$ cat config.mk
export PLATFORM = sky130hd
export DESIGN_NAME = pipe_skid_reg_flat
export DESIGN_NICKNAME = d
export VERILOG_FILES = /design/src/rtl/pipe_skid_reg_if.sv /design/src/rtl/pipe_skid_reg.sv /design/src/flat_wrapper.sv
export SDC_FILE = /design/constraint.sdc
export NUM_CORES = 1
export LEC_CHECK = 0
export BUFFER_PORTS_ARGS = -buffer_cell sky130_fd_sc_hd__buf_2
export CELL_PAD_IN_SITES_DETAIL_PLACEMENT = 0
export CELL_PAD_IN_SITES_GLOBAL_PLACEMENT = 1
export CORE_MARGIN = 2
export CORE_UTILIZATION = 47
export CTS_CLUSTER_SIZE = 40
export DETAILED_ROUTE_END_ITERATION = 8
export PLACE_DENSITY_LB_ADDON = 0.1
export REMOVE_ABC_BUFFERS = 1
export SLEW_MARGIN = 5
export SYNTH_ARGS = -nofsm -noshare
export SYNTH_HDL_FRONTEND = slang
export SYNTH_SLANG_ARGS = --single-unit
$ cat constraint.sdc
create_clock -name clk -period 7.35 [get_ports clk]
set_input_delay 1.1025 -clock clk [delete_from_list [all_inputs] [get_ports clk]]
set_output_delay 1.1025 -clock clk [all_outputs]
set_load 0.005 [all_outputs]
$ cat src/rtl/pipe_skid_reg_if.sv
// pipe_skid_reg_if
//   Handshake bundle for pipe_skid_reg: upstream valid/ready/data,
//   downstream valid/ready/data, a synchronous flush request and the
//   live-entry count.
//   slave  : the skid register's view (drives in_ready/out_*/occupancy)
//   master : the surrounding logic's view (drives flush/in_*/out_ready)
interface pipe_skid_reg_if #(
  parameter int WIDTH = 32
);
  logic             flush;
  logic             in_valid;
  logic             in_ready;
  logic [WIDTH-1:0] in_data;
  logic             out_valid;
  logic             out_ready;
  logic [WIDTH-1:0] out_data;
  logic [1:0]       occupancy;

  modport slave (
    input  flush,
    input  in_valid,
    input  in_data,
    input  out_ready,
    output in_ready,
    output out_valid,
    output out_data,
    output occupancy
  );

  modport master (
    output flush,
    output in_valid,
    output in_data,
    output out_ready,
    input  in_ready,
    input  out_valid,
    input  out_data,
    input  occupancy
  );
endinterface

$ cat src/rtl/pipe_skid_reg.sv
// pipe_skid_reg
//   Two-entry skid register that breaks the ready path between a producer
//   and a consumer while keeping full throughput. The main entry drives the
//   output; the skid entry catches the one payload that arrives while the
//   consumer stalls. in_ready comes straight from a flop, so out_ready never
//   reaches the upstream side combinationally.
// Ports
//   clk : clock, rising edge
//   rst : synchronous active-high reset (wins over flush)
//   bus : pipe_skid_reg_if.slave
//         flush     - drop every held and incoming payload this cycle
//         in_valid  / in_ready / in_data   - upstream handshake
//         out_valid / out_ready / out_data - downstream handshake
//         occupancy - live entries, 0..2
// Parameters
//   WIDTH     : payload width (1..256); must match the interface WIDTH
//   NOP_VALUE : value shown on out_data while out_valid=0
module pipe_skid_reg #(
  parameter int               WIDTH     = 32,
  parameter logic [WIDTH-1:0] NOP_VALUE = '0
) (
  input logic             clk,
  input logic             rst,
  pipe_skid_reg_if.slave  bus
);

  typedef enum logic [1:0] {
    ST_EMPTY = 2'd0,
    ST_ONE   = 2'd1,
    ST_FULL  = 2'd2
  } state_t;

  state_t           r_state;
  state_t           w_state_next;

  logic             r_main_valid;
  logic             r_skid_valid;
  logic             r_in_ready;
  logic [1:0]       r_occupancy;
  logic [WIDTH-1:0] r_main_data;
  logic [WIDTH-1:0] r_skid_data;

  logic             w_accept;
  logic             w_transfer;
  logic             w_load_main_in;
  logic             w_load_main_skid;
  logic             w_load_skid;

  assign w_accept   = bus.in_valid & r_in_ready;
  assign w_transfer = r_main_valid & bus.out_ready;

  // Next state and payload write enables. Flush suppresses every load; the
  // stale payload registers are harmless because the output is masked by
  // the valid bits.
  always_comb begin
    w_state_next     = r_state;
    w_load_main_in   = 1'b0;
    w_load_main_skid = 1'b0;
    w_load_skid      = 1'b0;

    if (bus.flush) begin
      w_state_next = ST_EMPTY;
    end else begin
      case (r_state)
        ST_EMPTY: begin
          if (w_accept) begin
            w_load_main_in = 1'b1;
            w_state_next   = ST_ONE;
          end
        end
        ST_ONE: begin
          if (w_accept && w_transfer) begin
            w_load_main_in = 1'b1;
          end else if (w_accept) begin
            w_load_skid  = 1'b1;
            w_state_next = ST_FULL;
          end else if (w_transfer) begin
            w_state_next = ST_EMPTY;
          end
        end
        ST_FULL: begin
          // in_ready is low here, so only the drain case exists.
          if (w_transfer) begin
            w_load_main_skid = 1'b1;
            w_state_next     = ST_ONE;
          end
        end
        default: begin
          w_state_next = ST_EMPTY;
        end
      endcase
    end
  end

  // State plus the flags that leave the block; all are decoded from the
  // next state so the outputs are plain flops.
  always_ff @(posedge clk) begin
    if (rst) begin
      r_state      <= ST_EMPTY;
      r_main_valid <= 1'b0;
      r_skid_valid <= 1'b0;
      r_in_ready   <= 1'b1;
      r_occupancy  <= 2'd0;
    end else begin
      r_state      <= w_state_next;
      r_main_valid <= (w_state_next != ST_EMPTY);
      r_skid_valid <= (w_state_next == ST_FULL);
      r_in_ready   <= (w_state_next != ST_FULL);
      case (w_state_next)
        ST_ONE:  r_occupancy <= 2'd1;
        ST_FULL: r_occupancy <= 2'd2;
        default: r_occupancy <= 2'd0;
      endcase
    end
  end

  // Payload storage: write-enable only, no reset.
  always_ff @(posedge clk) begin
    if (w_load_main_in) begin
      r_main_data <= bus.in_data;
    end else if (w_load_main_skid) begin
      r_main_data <= r_skid_data;
    end
    if (w_load_skid) begin
      r_skid_data <= bus.in_data;
    end
  end

  assign bus.in_ready  = r_in_ready;
  assign bus.out_valid = r_main_valid;
  assign bus.out_data  = r_main_valid ? r_main_data : NOP_VALUE;
  assign bus.occupancy = r_occupancy;

endmodule

$ cat src/flat_wrapper.sv
// flat-port wrapper written by rule: the top's interface ports become plain ports
module pipe_skid_reg_flat 
#(
  parameter int               WIDTH     = 32,
  parameter logic [WIDTH-1:0] NOP_VALUE = '0
)
  (clk, rst, bus_flush, bus_in_valid, bus_in_data, bus_out_ready, bus_in_ready, bus_out_valid, bus_out_data, bus_occupancy);
  pipe_skid_reg_if #(.WIDTH(WIDTH)) bus_i ();
  input logic clk;
  input logic rst;
  input wire logic [$bits(bus_i.flush)-1:0] bus_flush;
  input wire logic [$bits(bus_i.in_valid)-1:0] bus_in_valid;
  input wire logic [$bits(bus_i.in_data)-1:0] bus_in_data;
  input wire logic [$bits(bus_i.out_ready)-1:0] bus_out_ready;
  output wire logic [$bits(bus_i.in_ready)-1:0] bus_in_ready;
  output wire logic [$bits(bus_i.out_valid)-1:0] bus_out_valid;
  output wire logic [$bits(bus_i.out_data)-1:0] bus_out_data;
  output wire logic [$bits(bus_i.occupancy)-1:0] bus_occupancy;
  assign bus_i.flush = bus_flush;
  assign bus_i.in_valid = bus_in_valid;
  assign bus_i.in_data = bus_in_data;
  assign bus_i.out_ready = bus_out_ready;
  assign bus_in_ready = bus_i.in_ready;
  assign bus_out_valid = bus_i.out_valid;
  assign bus_out_data = bus_i.out_data;
  assign bus_occupancy = bus_i.occupancy;
  pipe_skid_reg #(.WIDTH(WIDTH), .NOP_VALUE(NOP_VALUE)) u_core (.clk(clk), .rst(rst), .bus(bus_i));
endmodule
-- After elaboration in Yosys (flattened, before gate mapping)
Cells that the tools add are included.
- reduce and logical (&&, ||, !) cells: 4
- $mul: 0
- equal/unequal tests: 5
- magnitude comparators: 0
- mux-type cells: 21
- bitwise gates (word level): 2
- shifts and indexed selects: 0
- divide/modulo/power cells: 0
- add/sub/neg operators: 0
- operators with widths (kind ; count):
    $mux W32 ; 3
    $mux W2 ; 6
    $mux W1 ; 9
    $pmux W2 S3 ; 1
    $eq A2 B1 Y1 const B ; 2
    $eq A2 B2 Y1 const B ; 2
    $pmux W2 S2 ; 1
    $reduce_bool A2 Y1 ; 2
    $and A1 B1 Y1 ; 2
    $logic_not A2 Y1 ; 1
    $ne A2 B2 Y1 const B ; 1
    $pmux W1 S2 ; 1
    $logic_and A1 B1 Y1 ; 1
- bits in latches: 0
- logic and storage cells: 38
- flip-flop bits (word level): 70
- memories kept: 0
- memory bits (read-only): 0
- memory bits (writable): 0

-- Logic depth before layout (Yosys ltp)
- depth in word-level cells: 8
- gate-level depth with buffers: 5
- mapped depth without buffers: 3

-- Worst setup path before layout
No wires, ideal clock.
- path kind: input port to flip-flop
- start: input bus_out_ready
- end: register u_core.r_skid_data[0] (enable)
- arrival: 4664 ps
- stages: 2
- slack: 2172 ps
- cell sequence: a21boi_2 nor4b_1
- word-level cells in the longest chain between the ends: 5
- ends and longest elaborated chain (what ; RTL line ; RTL):
    start, declared ; flat_wrapper.sv:14 ; input wire logic [$bits(bus_i.out_ready)-1:0] bus_out_ready;
    $and A1 B1 Y1 ; pipe_skid_reg.sv:50 ; assign w_transfer = r_main_valid & bus.out_ready;
    $logic_and A1 B1 Y1 ; pipe_skid_reg.sv:72 ; if (w_accept && w_transfer) begin
    $mux W1 ; pipe_skid_reg.sv:72 ;
    $mux W1 ; pipe_skid_reg.sv:64 ; case (r_state)
    $mux W1 ; pipe_skid_reg.sv:61 ; if (bus.flush) begin
    net u_core.w_load_skid ; pipe_skid_reg.sv:47 ; logic w_load_skid;
    end signal, assigned ; pipe_skid_reg.sv:125 ; r_skid_data <= bus.in_data;
    end, declared ; pipe_skid_reg.sv:41 ; logic [WIDTH-1:0] r_skid_data;
The timed path passes the listed nets, and every way through them passes these cells.
A chain may end at the register's enable or synchronous reset.

-- Worst setup path after layout
- start: register u_core.r_main_valid, in the netlist u_core.bus.out_valid
- end: output bus_out_data[28]
- word-level cells in the longest chain between the ends: 1
- ends and longest elaborated chain (what ; RTL line ; RTL):
    start, declared ; pipe_skid_reg.sv:36 ; logic r_main_valid;
    start signal, assigned ; pipe_skid_reg.sv:106 ; r_main_valid <= (w_state_next != ST_EMPTY);
    $mux W32 ; pipe_skid_reg.sv:131 ; assign bus.out_data = r_main_valid ? r_main_data : NOP_VALUE;
    end, declared ; flat_wrapper.sv:17 ; output wire logic [$bits(bus_i.out_data)-1:0] bus_out_data;
No other way between the ends.

==> impl_metrics.xml <==
<?xml version="1.0" encoding="UTF-8"?>
<metrics>
  <group name="final_layout">
    <metric name="final-instance-count-excl-fill" unit="">323</metric>
    <metric name="final_core_utilization" unit="%">58.8</metric>
    <metric name="regArea" unit="um^2">2040</metric>
    <metric name="insertedDiodeCount" unit="">0</metric>
    <metric name="share_of_final_layout_standard_cells_stronger_than_drive_strength_1" unit="%">50.4</metric>
    <metric name="design.final.nets" unit="">280</metric>
    <metric name="syn_to_final_growth" unit="%">19.2</metric>
    <metric name="fill_cells" unit="">485</metric>
    <metric name="area_taken_by_multi_input_logic_gates" unit="um^2">856</metric>
  </group>
  <group name="timing">
    <metric name="hold_ws" unit="ps">550</metric>
    <metric name="slew_headroom" unit="%">30.7</metric>
    <metric name="layout_setup_ws" unit="ps">4520</metric>
    <metric name="report.final.slew_viol_count" unit="">0</metric>
    <metric name="final.setup_skew" unit="ps">6.32</metric>
    <metric name="tightest_slew" unit="ps">1040</metric>
    <metric name="rsz0062_at_grt" unit="">no</metric>
    <metric name="maximum_clock_rate" unit="MHz">353</metric>
    <metric name="setup_viol" unit="">0</metric>
    <metric name="final_hold_viol_count" unit="">0</metric>
    <metric name="sum_neg_setup_slack" unit="ps">0</metric>
    <metric name="fin_crit" unit="ps">2830</metric>
    <metric name="final_min_period_over_clock_period" unit="%">38.5</metric>
  </group>
  <group name="placed_design">
    <metric name="dp.cells" unit="">307</metric>
    <metric name="detailed_place_hpwl" unit="um">3240</metric>
    <metric name="detailedPlace.worstSlack" unit="ps">4330</metric>
    <metric name="finalWeightedCongestion" unit="">0.711</metric>
    <metric name="portBuffers" unit="">72</metric>
  </group>
  <group name="critical_path">
    <metric name="data_required_critical_path" unit="ps">6250</metric>
    <metric name="timing.critical_path.slowest_cell_delay" unit="ps">990</metric>
    <metric name="category_of_the_most_critical_setup_path" unit="">flip-flop to output pin</metric>
    <metric name="worst-path-max-fanout" unit="">37</metric>
    <metric name="critPathCaptureType" unit="">output pin</metric>
    <metric name="critical-path-slowest-cell" unit="">dfxtp_1</metric>
    <metric name="setup.worst_path.start_class" unit="">flip-flop</metric>
    <metric name="cp_data_arrival_time" unit="ps">1730</metric>
    <metric name="critical_path.cell_chain" unit="">and2_2, buf_2</metric>
  </group>
  <group name="power">
    <metric name="sw_power" unit="mW">0.167</metric>
    <metric name="sw_frac_of_total" unit="%">20.9</metric>
    <metric name="power.share.clock" unit="%">35.7</metric>
    <metric name="sequentialPowerShare" unit="%">56.8</metric>
    <metric name="total_leakage_power" unit="nW">1.53</metric>
    <metric name="vdd.ir_drop.worst" unit="uV">139</metric>
    <metric name="cell_internal_pwr" unit="mW">0.632</metric>
    <metric name="cellPowerDensity" unit="nW/um^2">226</metric>
    <metric name="share_comb_of_total_power" unit="%">7.5</metric>
  </group>
  <group name="detailed_routing">
    <metric name="wl" unit="um">4950</metric>
    <metric name="routed-via-count" unit="">1601</metric>
    <metric name="avgRoutedWirePerCell" unit="um">15.3</metric>
    <metric name="route.detailed.drc" unit="">0</metric>
    <metric name="via_per_inst" unit="">4.96</metric>
    <metric name="drt-initial-drc-count" unit="">72</metric>
    <metric name="detail-route-antenna-nets" unit="">0</metric>
    <metric name="detail_route.first_pass.iterations" unit="">4</metric>
  </group>
  <group name="synth">
    <metric name="syn-cell-area" unit="um^2">2970</metric>
    <metric name="number_of_flops_mapped_to_enable_cells_by_yosys" unit="">64</metric>
    <metric name="synth_warnings" unit="">0</metric>
    <metric name="most_common_flop_cell_mapped_by_yosys" unit="">edfxtp_1</metric>
    <metric name="yosysSeqAreaShare" unit="%">68.7</metric>
    <metric name="synth.most_common_cell" unit="">edfxtp_1</metric>
    <metric name="ys_async_sr_fraction" unit="%">0</metric>
    <metric name="synth.distinct_cells" unit="">27</metric>
    <metric name="flip_flop_and_latch_count_after_synthesis" unit="">70</metric>
    <metric name="synthCells" unit="">167</metric>
    <metric name="post_synth_main_area_contributors" unit="">edfxtp_1, mux2_4, and2_1, dfxtp_1, buf_12</metric>
    <metric name="yosysTopAreaCell" unit="">edfxtp_1</metric>
    <metric name="proportion_of_netlist_area_held_by_the_largest_area_contributor" unit="%">64.6</metric>
    <metric name="synth_common_cells" unit="">edfxtp_1, and2_1, mux2_4</metric>
    <metric name="synth.avg_cell_area" unit="um^2">17.8</metric>
  </group>
  <group name="floorplan">
    <metric name="die_area" unit="um^2">6980</metric>
    <metric name="chipHeight" unit="um">83.5</metric>
    <metric name="pin_count" unit="">73</metric>
    <metric name="fp-row-count" unit="">28</metric>
    <metric name="placeableCoreArea" unit="um^2">6030</metric>
    <metric name="start_util" unit="%">49.4</metric>
    <metric name="die_x" unit="um">83.5</metric>
  </group>
  <group name="global_route">
    <metric name="gr-total-overflow" unit="">0</metric>
    <metric name="antenna_violations_before_repair" unit="">0</metric>
    <metric name="grt_max_degree" unit="">38</metric>
    <metric name="grt_first_pass_wirelength" unit="um">7890</metric>
    <metric name="first_global_vias" unit="">1629</metric>
    <metric name="grt_use_total" unit="%">14.8</metric>
  </group>
  <group name="run">
    <metric name="timing.max_cap.violations" unit="">0</metric>
  </group>
  <group name="clock_tree">
    <metric name="cts_buffers" unit="">9</metric>
    <metric name="worst_setup_hold_path_clk_slew" unit="ps">70</metric>
    <metric name="ctsHoldBuffers" unit="">0</metric>
    <metric name="cts.sinks" unit="">70</metric>
    <metric name="clock_tree.htree_level_count" unit="">3</metric>
    <metric name="clk-insertion-delay-late" unit="ps">330</metric>
    <metric name="cts.repair_timing.setup_buffer_count" unit="">0</metric>
    <metric name="clk_root_buffer_cell" unit="">clkbuf_8</metric>
    <metric name="cts_tree" unit="">done</metric>
    <metric name="post_cts_resized" unit="">0</metric>
    <metric name="cts_max_path_buffers" unit="">2</metric>
  </group>
  <group name="min_path">
    <metric name="worst_hold_path_type" unit="">flip-flop to flip-flop</metric>
  </group>
  <group name="status">
    <metric name="status" unit="">completed</metric>
  </group>
</metrics>
-- registers in the layout, indices dropped and copies added, names as in the netlist --
register and count:
u_core.bus.out_valid 1, u_core.r_skid_data 32, u_core.bus.occupancy 2, u_core.r_main_data 32, u_core.bus.in_ready 1, u_core.r_state 2
-- stage by stage --
stage               area, um^2  total power, mW
detailed placement        3370            0.524
floorplan                 2890            0.497
global placement          3370            0.520
CTS                       3550            0.808
finish                    3550            0.800
global route              3550            0.830
-- area by class of cell --
type                    instances  area share (%)
well taps                      75            2.65
inverters                       2           0.212
repair buffers                 73            10.4
clock inverters                 7            1.55
flip-flops and latches         70            57.6
clock buffers                   9            3.49
multi-input cells              87            24.1
-- cell usage in the layout, fill, tap and decap left out, types with 2 or more instances in the layout --
cell      netlist  layout
and2_1         30      30
and2_2          3       3
and4b_1         2       2
buf_2           0      72
clkbuf_8        0       9
clkinv_1        0       4
clkinv_2        0       2
dfxtp_1         6       6
edfxtp_1       64      64
inv_1           2       2
mux2_2          2       2
mux2_4         30      30
nand2_1         3       3
nand3_1         2       2
nor2b_1         2       2
-- cells by family after synthesis --
group | Yosys count | synth area share, %
flip-flops | 70 | 68.7
AND/OR/NAND/NOR | 50 | 11.0
multiplexers | 32 | 15.9
buffers and inverters | 10 | 3.16
AO/OA/AOI/OAI | 5 | 1.26
-- power by group through the flow --
stage	Sequential (mW)	Combinational [mW]	Clock, mW
floorplan	0.462	0.0349	0
global placement	0.462	0.0582	0
detailed placement	0.463	0.0607	0
CTS	0.454	0.0608	0.293
global route	0.456	0.0649	0.309
finish	0.454	0.0597	0.286
-- worst max-delay path, delay by kind of cell, from the launching register on --
| family | cells | cell delay (ps) |
|---|---|---|
| flops | 1 | 990 |
| simple gates | 1 | 280 |
| buf+inv | 1 | 110 |
-- layer usage --
layer  part of all wire [%]  GRT usage, %  up-vias
met5                      0             0        -
met4                    1.3          7.48        0
met3                    6.2          3.86        8
met2                     50          24.1       55
met1                     43          18.4      763
li1                       -             -      775
-- worst paths after layout --
check                         startpoint                endpoint  slack, ps  cells after the start
setup / recovery    u_core.bus.out_valid        bus_out_data[28]       4520                      2
hold / removal    u_core.r_skid_data[15]  u_core.r_main_data[15]        550                      1
setup reg to reg    u_core.bus.out_valid  u_core.r_main_data[12]       4530                      3
hold reg to reg   u_core.r_skid_data[15]  u_core.r_main_data[15]        550                      1
Note: power is estimated with default switching activity, not from simulation.
